--- src/rtl/mul_wb_unit.sv ---
// Sequential 32x32 multiplier with register-file write-back. It does radix-2 shift-add over
// 32 cycles, then writes the low word and, for long multiplies, the high word to dest+1.
module mul_wb_unit (
  input  logic        clk,
  input  logic        rst,
  input  logic        start,
  input  logic        is_long,
  input  logic        is_signed,
  input  logic [31:0] operand_a,
  input  logic [31:0] operand_b,
  input  logic [3:0]  dest,
  output logic        mul_freeze,
  output logic        wb_wb_en,
  output logic [31:0] wb_value,
  output logic [3:0]  wb_dest,
  output logic        done
);

  typedef enum logic [1:0] {IDLE, CALC, WB_LO, WB_HI} state_t;

  state_t      state_q;
  logic [4:0]  cnt_q;
  logic [63:0] mcand_q;
  logic [31:0] mplier_q;
  logic [63:0] prod_q;
  logic [3:0]  dest_q;
  logic        long_q;
  logic        neg_q;

  logic [31:0] mag_a_d;
  logic [31:0] mag_b_d;
  logic        neg_d;
  logic [63:0] sum_d;
  logic [63:0] prod_d;

  // Magnitude of a two's-complement word; 0x80000000 maps to 2^31 as an unsigned value.
  function automatic logic [31:0] magnitude(input logic [31:0] x, input logic sgn);
    magnitude = (sgn && x[31]) ? (~x + 32'd1) : x;
  endfunction

  assign mag_a_d = magnitude(operand_a, is_signed);
  assign mag_b_d = magnitude(operand_b, is_signed);
  assign neg_d   = is_signed & (operand_a[31] ^ operand_b[31]);

  // One multiplier bit per cycle; the sign fix-up folds into the last add.
  assign sum_d  = prod_q + (mplier_q[0] ? mcand_q : 64'd0);
  assign prod_d = (cnt_q == 5'd31 && neg_q) ? (~sum_d + 64'd1) : sum_d;

  always_ff @(posedge clk or negedge rst) begin
    if (!rst) begin
      state_q  <= IDLE;
      cnt_q    <= 5'd0;
      mcand_q  <= 64'd0;
      mplier_q <= 32'd0;
      prod_q   <= 64'd0;
      dest_q   <= 4'd0;
      long_q   <= 1'b0;
      neg_q    <= 1'b0;
    end else begin
      case (state_q)
        IDLE: begin
          if (start) begin
            mcand_q  <= {32'd0, mag_a_d};
            mplier_q <= mag_b_d;
            prod_q   <= 64'd0;
            cnt_q    <= 5'd0;
            dest_q   <= dest;
            long_q   <= is_long;
            neg_q    <= neg_d;
            state_q  <= CALC;
          end
        end
        CALC: begin
          prod_q   <= prod_d;
          mcand_q  <= mcand_q << 1;
          mplier_q <= mplier_q >> 1;
          cnt_q    <= cnt_q + 5'd1;
          if (cnt_q == 5'd31) state_q <= WB_LO;
        end
        WB_LO: state_q <= long_q ? WB_HI : IDLE;
        WB_HI: state_q <= IDLE;
        default: state_q <= IDLE;
      endcase
    end
  end

  // Outputs decode the registered state; the stall also covers the accepting IDLE cycle.
  assign mul_freeze = rst & ((state_q != IDLE) | start);
  assign wb_wb_en   = (state_q == WB_LO) | (state_q == WB_HI);
  assign wb_value   = (state_q == WB_LO) ? prod_q[31:0] :
                      (state_q == WB_HI) ? prod_q[63:32] : 32'd0;
  assign wb_dest    = (state_q == WB_LO) ? dest_q :
                      (state_q == WB_HI) ? dest_q + 4'd1 : 4'd0;
  assign done       = ((state_q == WB_LO) & ~long_q) | (state_q == WB_HI);

endmodule

--- config.mk ---
export PLATFORM = sky130hd
export DESIGN_NAME = mul_wb_unit
export DESIGN_NICKNAME = d
export VERILOG_FILES = /design/src/rtl/mul_wb_unit.sv
export SDC_FILE = /design/constraint.sdc
export NUM_CORES = 1
export LEC_CHECK = 0
export ABC_AREA = 1
export CAP_MARGIN = 30
export CELL_PAD_IN_SITES_DETAIL_PLACEMENT = 1
export CELL_PAD_IN_SITES_GLOBAL_PLACEMENT = 1
export CORE_MARGIN = 2
export CORE_UTILIZATION = 35
export DETAILED_ROUTE_END_ITERATION = 8
export PLACE_DENSITY_LB_ADDON = 0.1
export SLEW_MARGIN = 15
export SYNTH_ARGS = -nofsm -noshare
export SYNTH_HDL_FRONTEND = slang
export SYNTH_SLANG_ARGS = --single-unit
--- constraint.sdc ---
create_clock -name clk -period 4.5 [get_ports clk]
set_input_delay 1.35 -clock clk [delete_from_list [all_inputs] [get_ports clk]]
set_output_delay 1.35 -clock clk [all_outputs]
set_load 0.005 [all_outputs]
Yosys cells after proc, flatten, opt, wreduce, memory -nomap -nowiden
Index checks and enable logic that the tools add are counted.
Widths: inputs -> output; s select.

cells by class
  reductions and logical operators = 9
  mux-type cells = 20
  $add $sub $neg = 6
  equal/unequal tests = 6
  bitwise gates (word level) = 11

operators by type and width
  kind                   count
  $mux 64                4
  $pmux 64 s2            2
  $mux 32                5
  $add 32x1->32 const B  2
  $add 64x1->64 const B  1
  $add 64x64->64         1
  $not 32->32            2
  $not 64->64            1
  $pmux 32 s2            1
  $pmux 5 s2             1
  $mux 4                 2
  $pmux 2 s4             1
  $mux 2                 3
  $reduce_and 2->1       3
  $add 5x1->5 const B    1
  $eq 5x5->1 const B     1
  $mux 5                 1
  $add 4x1->4 const B    1
  $eq 2x2->1 const B     2
  $ne 2x2->1 const B     2
  $reduce_bool 2->1      2
  $and 1x1->1            3
  $logic_and 1x1->1      3
  $or 1x1->1             3
  4 further kinds        4

storage, ports and cells
  logic and storage cells = 60
  register bits after elaboration = 173
  input bits = 73

Logic depth before layout (Yosys ltp)
Gate-level depths: netlist (run 1).

  depth in word-level cells = 6
  depth in mapped cells = 29
  depth with buffers taken out = 27

Least setup slack after synthesis (run 1)
OpenSTA, ideal clock, no wires.

  path kind = reg-to-reg
  start point = register mplier_q[0]
  end point = register prod_q[59]
  clock period less this slack = 3424 ps
  data arrival time = 3307 ps
  setup slack = 1076 ps
  cell stages (with the launch flop) = 23
  cells stage by stage = dfrtp_1 > clkbuf_1 > clkbuf_1 > nand2_1 > inv_1 > ha_1 > inv_1 > fa_1 > nand2_1 > a21oi_1 > nand3_1 > nor2_1 > nand3_2 > nor2_4 > nand3_2 > nor2_4 > nand3_2 > nor2_4 > nand2_2 > o21ai_4 > nand3_1 > nand3_1 > nand2_1

on the way
  cells in the longest elaborated chain, start to end = 6

ends and longest elaborated chain
  item                    line  RTL
  from (decl)             24    logic [31:0] mplier_q;
  from (signal assigned)  64    mplier_q <= mag_b_d;
  from (signal assigned)  76    mplier_q <= mplier_q >> 1;
  $mux 64 *               46    assign sum_d = prod_q + (mplier_q[0] ? mcand_q : 64'd0);
  $add 64x64->64 *        46
  $not 64->64             47    assign prod_d = (cnt_q == 5'd31 && neg_q) ? (~sum_d + 64'd1) : sum_d;
  $add 64x1->64           47
  $mux 64 *               47
  $pmux 64 s2 *           60    case (state_q)
  to (signal assigned)    74    prod_q <= prod_d;
  to (decl)               25    logic [63:0] prod_q;

Every way passes the cells marked *; elsewhere a longest branch is shown, timed or not.
A chain may end at the register's enable or synchronous reset.

Final worst setup path (run 1)
  start point = register mplier_q[0]
  end point = register prod_q[46]

Same word-level chain as after synthesis.

==> results of run 1 <==
where the power goes:
| part | switching (uW) | internal (uW) |
|---|---|---|
| Clock | 832 | 734 |
| Sequential | 600 | 2270 |
| Combinational | 7060 | 2860 |
| Total | 8500 | 5870 |
stage by stage:
step / hold slack, ns / util [%] / power [uW] / cell area (sq um)
finish: 0.489 / 40.7 / 14400 / 20300
global route: 0.512 / 40.7 / 15500 / 20300
CTS: 0.494 / 40.5 / 14200 / 20200
detailed placement: 0.476 / 39.4 / 12500 / 19700
global placement: 0.472 / 39.4 / 12300 / 19700
floorplan: 0.452 / - / 9020 / 17600
cells in the mapped netlist (8+ instances only):
library cell  number  area (sq um)
xor2_1            33           289
nand3_2           16           160
o22ai_1           70           438
xnor2_1           15           131
a22oi_1           59           443
o21ai_1            8          40.0
nand3_1          167           836
o21ai_0          165           826
nor2_1           226           848
nor3_1            40           200
nand4_1           29           181
nand2_2           45           282
clkbuf_1          56           210
nand2_1         1050          3940
a21oi_1          110           551
dfrtp_1          173          4330
nor2_4            11           124
nor2_2            26           163
nand3b_1          14           105
inv_1            563          2110
ha_1              69           863
cell families after synthesis:
family	count (synthesis)	share of synthesized area, %
simple gates	1645	39.6
flops	173	24.5
buf+inv	645	13.9
xor+xnor	48	2.38
compound gates	445	14.6
fa+ha+maj	70	5.01
worst reg2reg max path, cell delays in order (launching register included):
cell	delay (ns)
dfrtp_4	0.59
nand2_1	0.10
inv_1	0.11
ha_1	0.51
nand2_1	0.21
nor2_1	0.24
inv_1	0.11
nor2_4	0.12
inv_2	0.08
nor2_4	0.10
nand2_2	0.08
nand2_2	0.13
nand2_1	0.06
nand2_1	0.19
nand2_1	0.21
nor2_1	0.20
nand3_1	0.20
nand2_2	0.16
nand2_2	0.15
nor2_4	0.21
nand2_1	0.08
nand3_1	0.25
nand2_1	0.09
registers in the layout (all words and copies together) (netlist names):
signal    flops
cnt_q         5
dest_q        4
long_q        1
mcand_q      64
mplier_q     32
neg_q         1
prod_q       64
state_q       2
cell type report:
class	count	area (sq um)
inverter	574	2160
clock buffer	17	425
sequential	173	4330
tap	672	841
timing repair buffer	155	1500
multi-input combinational	2208	10900
clock inverter	15	153
fill	6905	29700
per-layer routing:
layer	vias up	wire length (um)	track usage [%]
li1	9714	-	-
met1	9820	38500	42.9
met4	0	2630	10.9
met5	-	0	0
met2	522	36500	50.2
met3	98	4160	4.14
how the worst max path moves through the flow:
stage                       startpoint                     end  cells past startpoint
6_report       mplier_q[0]$_DFFE_PN0P_  prod_q[46]$_DFFE_PN0P_                     22
5_1_grt        mplier_q[0]$_DFFE_PN0P_  prod_q[55]$_DFFE_PN0P_                     22
4_1_cts        mplier_q[0]$_DFFE_PN0P_  prod_q[33]$_DFFE_PN0P_                     22
3_5_place_dp   mplier_q[0]$_DFFE_PN0P_  prod_q[33]$_DFFE_PN0P_                     22
3_3_place_gp   mplier_q[0]$_DFFE_PN0P_  prod_q[33]$_DFFE_PN0P_                     22
2_1_floorplan  mplier_q[0]$_DFFE_PN0P_  prod_q[59]$_DFFE_PN0P_                     22
what timing repair did:
action	in CTS	in global routing
resized for setup	0	11
endpoints found under the setup margin	0	15
setup buffers	0	1
==> flow_metrics.tcl, run 1 <==
set metrics [dict create \
    synth_cells 3026 \
    cp.arrival_ns 4.67 \
    clkLatencyLatePin_ns 0.52 \
    reg2regPathDepth 22 \
    reg2reg_to "prod_q[46]$_DFFE_PN0P_" \
    antenna_cells 0 \
    synth-seq-cells 173 \
    finalHoldViolCount 0 \
    cellPowerDensity_nw_per_um2 707 \
    run_status "completed" \
    setup_slack_ns 0.222 \
    dp_hpwl_mm 67.6 \
    final_cells 3814 \
    cts_buffer_depth 2 \
    ioPinCount 112 \
    worstPathCellList "nand2_1 -> inv_1 -> ha_1 -> nand2_1 -> nor2_1 -> inv_1 -> nor2_4 -> inv_2 -> nor2_4 -> nand2_2 -> nand2_2 -> nand2_1 -> nand2_1 -> nand2_1 -> nor2_1 -> nand3_1 -> nand2_2 -> nand2_2 -> nor2_4 -> nand2_1 -> nand3_1 -> nand2_1" \
    finalCritPeriodShare_pct 95.1 \
    drtIter0Drc 1418 \
    ys_seq_area_share_pct 24.5 \
    grt_max_degree 69 \
    cp-end-kind "register" \
    setup-violations-final 0 \
    port_buffers 111 \
    crit_buf_inv 3 \
    syn-num-nets 3169 \
    yosys_warnings 0 \
    netlist_area_sq_um 17600 \
    ant_nets 0 \
    path_class "register to register" \
    htree_levels 4 \
    crit_top_cell "nand2_1" \
    crit_fanout 17 \
    gr-usage-all-layers_pct 31.2 \
    layout_common_cells "1048 x nand2_1, 562 x inv_1, 220 x nor2_1" \
    drv_slew 0 \
    synth-edff-count 0 \
    overflow 0 \
    grt_pass1_wl_mm 124 \
    critPathSlowestCell "dfrtp_4" \
    coreArea_sq_um 50000 \
    hold_path_end "mcand_q[63]$_DFFE_PN0P_" \
    maxCapViolCount 0 \
    placementRows 82 \
    hold_class "register to register" \
    grt_antenna_before_repair 0 \
    r2r_start "mplier_q[0]$_DFFE_PN0P_" \
    fin_nets 3272 \
    skew_ns 0.0211 \
    ys.flop_type "dfrtp_1" \
    min_path_cells 2 \
    fmax_mhz 234 \
    vdd_ir_drop_max_uv 362 \
    synthDistinctLibCells 49 \
    routed_wl_mm 81.7 \
    die_w_um 229 \
    firstDrtPassIters 7 \
    startpoint_type "register" \
    cts_tree "built" \
    initial_core_util_pct 35.3 \
    total_leakage_power_uw 0.0110 \
    tightest_slew_ns 0.954 \
    rsz0062_at_grt "no" \
    die_area_sq_um 52200 \
    layout_commonest_cell "nand2_1" \
    hold_start "mcand_q[63]$_DFFE_PN0P_" \
    syn_area_per_cell_sq_um 5.83 \
    die_y_um 229 \
    dp_cells 3780 \
    area_growth_pct 15.1 \
    drc 0 \
    clock-root-buffer "clkbuf_16" \
    postCtsHoldBufs 0 \
    grt_pass1_vias 20700 \
    async_flop_share_pct 100 \
    min_period_ns 4.28 \
    drive_above_1_share_pct 6.65 \
    r2r_slack_ns 0.22 \
    crit_family "simple AND/OR/NAND/NOR gates" \
    worstPathRequired_ns 4.90 \
    path_clk_slew_ns 0.08 \
    wl_per_cell_um 21.4 \
    via_per_inst 5.28 \
    cts_buffers 17 \
    tns_ns 0 \
    vias 20200 \
    cts_num_sinks 173 \
    max_stage_delay_ns 0.59 \
    max_slew_margin_pct 36.4 \
    routabilityCongestion 0.987 \
    preCtsSetupSlack_ns 0.0805 \
]
Note: power is estimated with default switching activity, not from simulation.
==> inputs of run 2 (changes only) <==
--- a/config.mk
+++ b/config.mk
@@ -11,6 +11,7 @@
 export CELL_PAD_IN_SITES_GLOBAL_PLACEMENT = 1
 export CORE_MARGIN = 2
 export CORE_UTILIZATION = 35
+export CTS_CLUSTER_SIZE = 30
 export DETAILED_ROUTE_END_ITERATION = 8
 export PLACE_DENSITY_LB_ADDON = 0.1
 export SLEW_MARGIN = 15
==> constraint.sdc (replaced) <==
create_clock -name clk -period 4.4 [get_ports clk]
set_input_delay 1.32 -clock clk [delete_from_list [all_inputs] [get_ports clk]]
set_output_delay 1.32 -clock clk [all_outputs]
set_load 0.005 [all_outputs]
==> run 2 against run 1 <==
  * Clock-buffer cell count is 1 higher
  * Routed wire length is 1.1% lower
  * Global-route usage is 0.35 points lower
  * Combinational power hardly changed
  * Non-clock buffer count is 1 lower
  * Die area stayed put
  * Design area is 0.18% higher
  * First-iteration DRC count is 9.0% lower
  * Setup slack worse by 0.039 ns
  * Sequential power is 2% higher
  * Hold slack better by 0.018 ns
  * Largest cell class unchanged
  * Largest power group unchanged
==> flow_metrics.tcl, run 2 (synthesis results as in run 1) <==
set metrics [dict create \
    min_period_ns 4.22 \
    antenna_cells 0 \
    hold_class "register to register" \
    htree_levels 4 \
    drv_slew 0 \
    total_leakage_power_uw 0.0110 \
    final.fill_count 6865 \
    setup-violations-final 0 \
    overflow 0 \
    initial_core_util_pct 35.3 \
    top_regs "mcand_q: 64 flops, prod_q: 64 flops, mplier_q: 32 flops" \
    cp.arrival_ns 2.90 \
    dp_hpwl_mm 67.1 \
    skew_ns 0.0171 \
    die_area_sq_um 52200 \
    multi_input_area_sq_um 10900 \
    dp_cells 3781 \
    grt_max_degree 81 \
    drc 0 \
    clock-root-buffer "clkbuf_16" \
    critPathSlowestCell "clkdlybuf4s50_1" \
    tns_ns 0 \
    final_cells 3812 \
    run_status "completed" \
    crit_fanout 2 \
    grt_antenna_before_repair 0 \
    routabilityCongestion 0.964 \
    layout_commonest_cell "nand2_1" \
    worstPathRequired_ns 3.08 \
    path_class "input port to output port" \
    path_clk_slew_ns 0.07 \
    drive_above_1_share_pct 6.72 \
    finalHoldViolCount 0 \
    post_cts_buffers 0 \
    cts_buffers 17 \
    tightest_slew_ns 0.909 \
    max_stage_delay_ns 0.62 \
    routed_wl_mm 80.8 \
    via_per_inst 5.30 \
    worstPathCellList "clkdlybuf4s50_1 -> inv_1 -> a21boi_0 -> clkdlybuf4s50_1" \
    layout_common_cells "1046 x nand2_1, 562 x inv_1, 219 x nor2_1" \
    worst_hold_slack_ns 0.507 \
    wl_per_cell_um 21.2 \
    area_growth_pct 15.3 \
    grt_pass1_vias 20800 \
    fmax_mhz 237 \
    max_slew_margin_pct 39.4 \
    coreArea_sq_um 50000 \
    ant_nets 0 \
    stdcell_area_sq_um 20400 \
    seqCellArea_sq_um 4330 \
    finalCritPeriodShare_pct 95.8 \
    postCtsHoldBufs 0 \
    cts_buffer_depth 2 \
    cts_tree "built" \
    place_area_sq_um 19700 \
    ioPinCount 112 \
    cellPowerDensity_nw_per_um2 724 \
    fin_nets 3271 \
    drtIter0Drc 1291 \
    maxCapViolCount 0 \
    placementRows 82 \
    cp-end-kind "output port" \
    die_w_um 229 \
    die_y_um 229 \
    crit_top_cell "clkdlybuf4s50_1" \
    gr-usage-all-layers_pct 30.9 \
    port_buffers 111 \
    firstDrtPassIters 5 \
    vias 20200 \
    startpoint_type "input port" \
    vdd_ir_drop_max_uv 331 \
    rsz0062_at_grt "no" \
    cts_num_sinks 173 \
    clkLatencyLatePin_ns 0.50 \
    grt_pass1_wl_mm 123 \
]
==> run 2: through the flow <==
step	total power, uW	setup WS, ns	util, %
2_1_floorplan	9230	0.976	-
3_3_place_gp	12500	0.161	39.4
3_5_place_dp	12800	0.0763	39.4
4_1_cts	14500	0.0862	40.6
5_1_grt	16000	0.00838	40.7
6_report	14700	0.183	40.7
==> run 2: repair_timing <==
item	4_1_cts	5_1_grt
hold endpoints to repair	0	0
resized for setup	0	19
endpoints found under the setup margin	0	23
==> run 2: where the power goes <==
| group | leakage [uW] | internal (uW) | total, uW | switching (uW) |
|---|---|---|---|---|
| Sequential | 0.00217 | 2320 | 2930 | 610 |
| Clock | 0.000290 | 818 | 1640 | 823 |
| Combinational | 0.00855 | 2970 | 10200 | 7190 |
==> run 2: worst max-delay path: cells and delay by family <==
kind            cells  cell delay, ns
buf+inv             3            1.20
compound gates      1            0.36
==> run 2: path summary, 6_finish.rpt <==
kind                       slack, ns                      from  cells past startpoint                        to
hold reg to reg                 0.51  mplier_q[16]$_DFFE_PN0P_                      2  mplier_q[16]$_DFFE_PN0P_
hold / removal                  0.51  mplier_q[16]$_DFFE_PN0P_                      2  mplier_q[16]$_DFFE_PN0P_
setup reg to reg                0.20   mplier_q[0]$_DFFE_PN0P_                     22    prod_q[33]$_DFFE_PN0P_
setup / recovery                0.18                     start                      4                mul_freeze
min in group asynchronous       1.08                       rst                      2    prod_q[61]$_DFFE_PN0P_
max in group asynchronous       1.80                       rst                      3   mplier_q[0]$_DFFE_PN0P_
==> run 2: cell type report <==
class                   instances  share of cell area [%]
multi-input cells            2208                    53.8
flip-flops and latches        173                    21.3
inverters                     574                    10.6
repair buffers                154                    7.31
well taps                     672                    4.13
clock buffers                  18                    2.16
clock inverters                13                   0.762
==> run 2: layer usage <==
| metal | vias up | track usage [%] | part of all wire (%) |
|---|---|---|---|
| li1 | 9715 | - | - |
| met1 | 9911 | 43.2 | 48 |
| met2 | 498 | 49.3 | 44 |
| met3 | 94 | 3.14 | 4.5 |
| met4 | 0 | 11.0 | 3.3 |
| met5 | - | 0 | 0 |
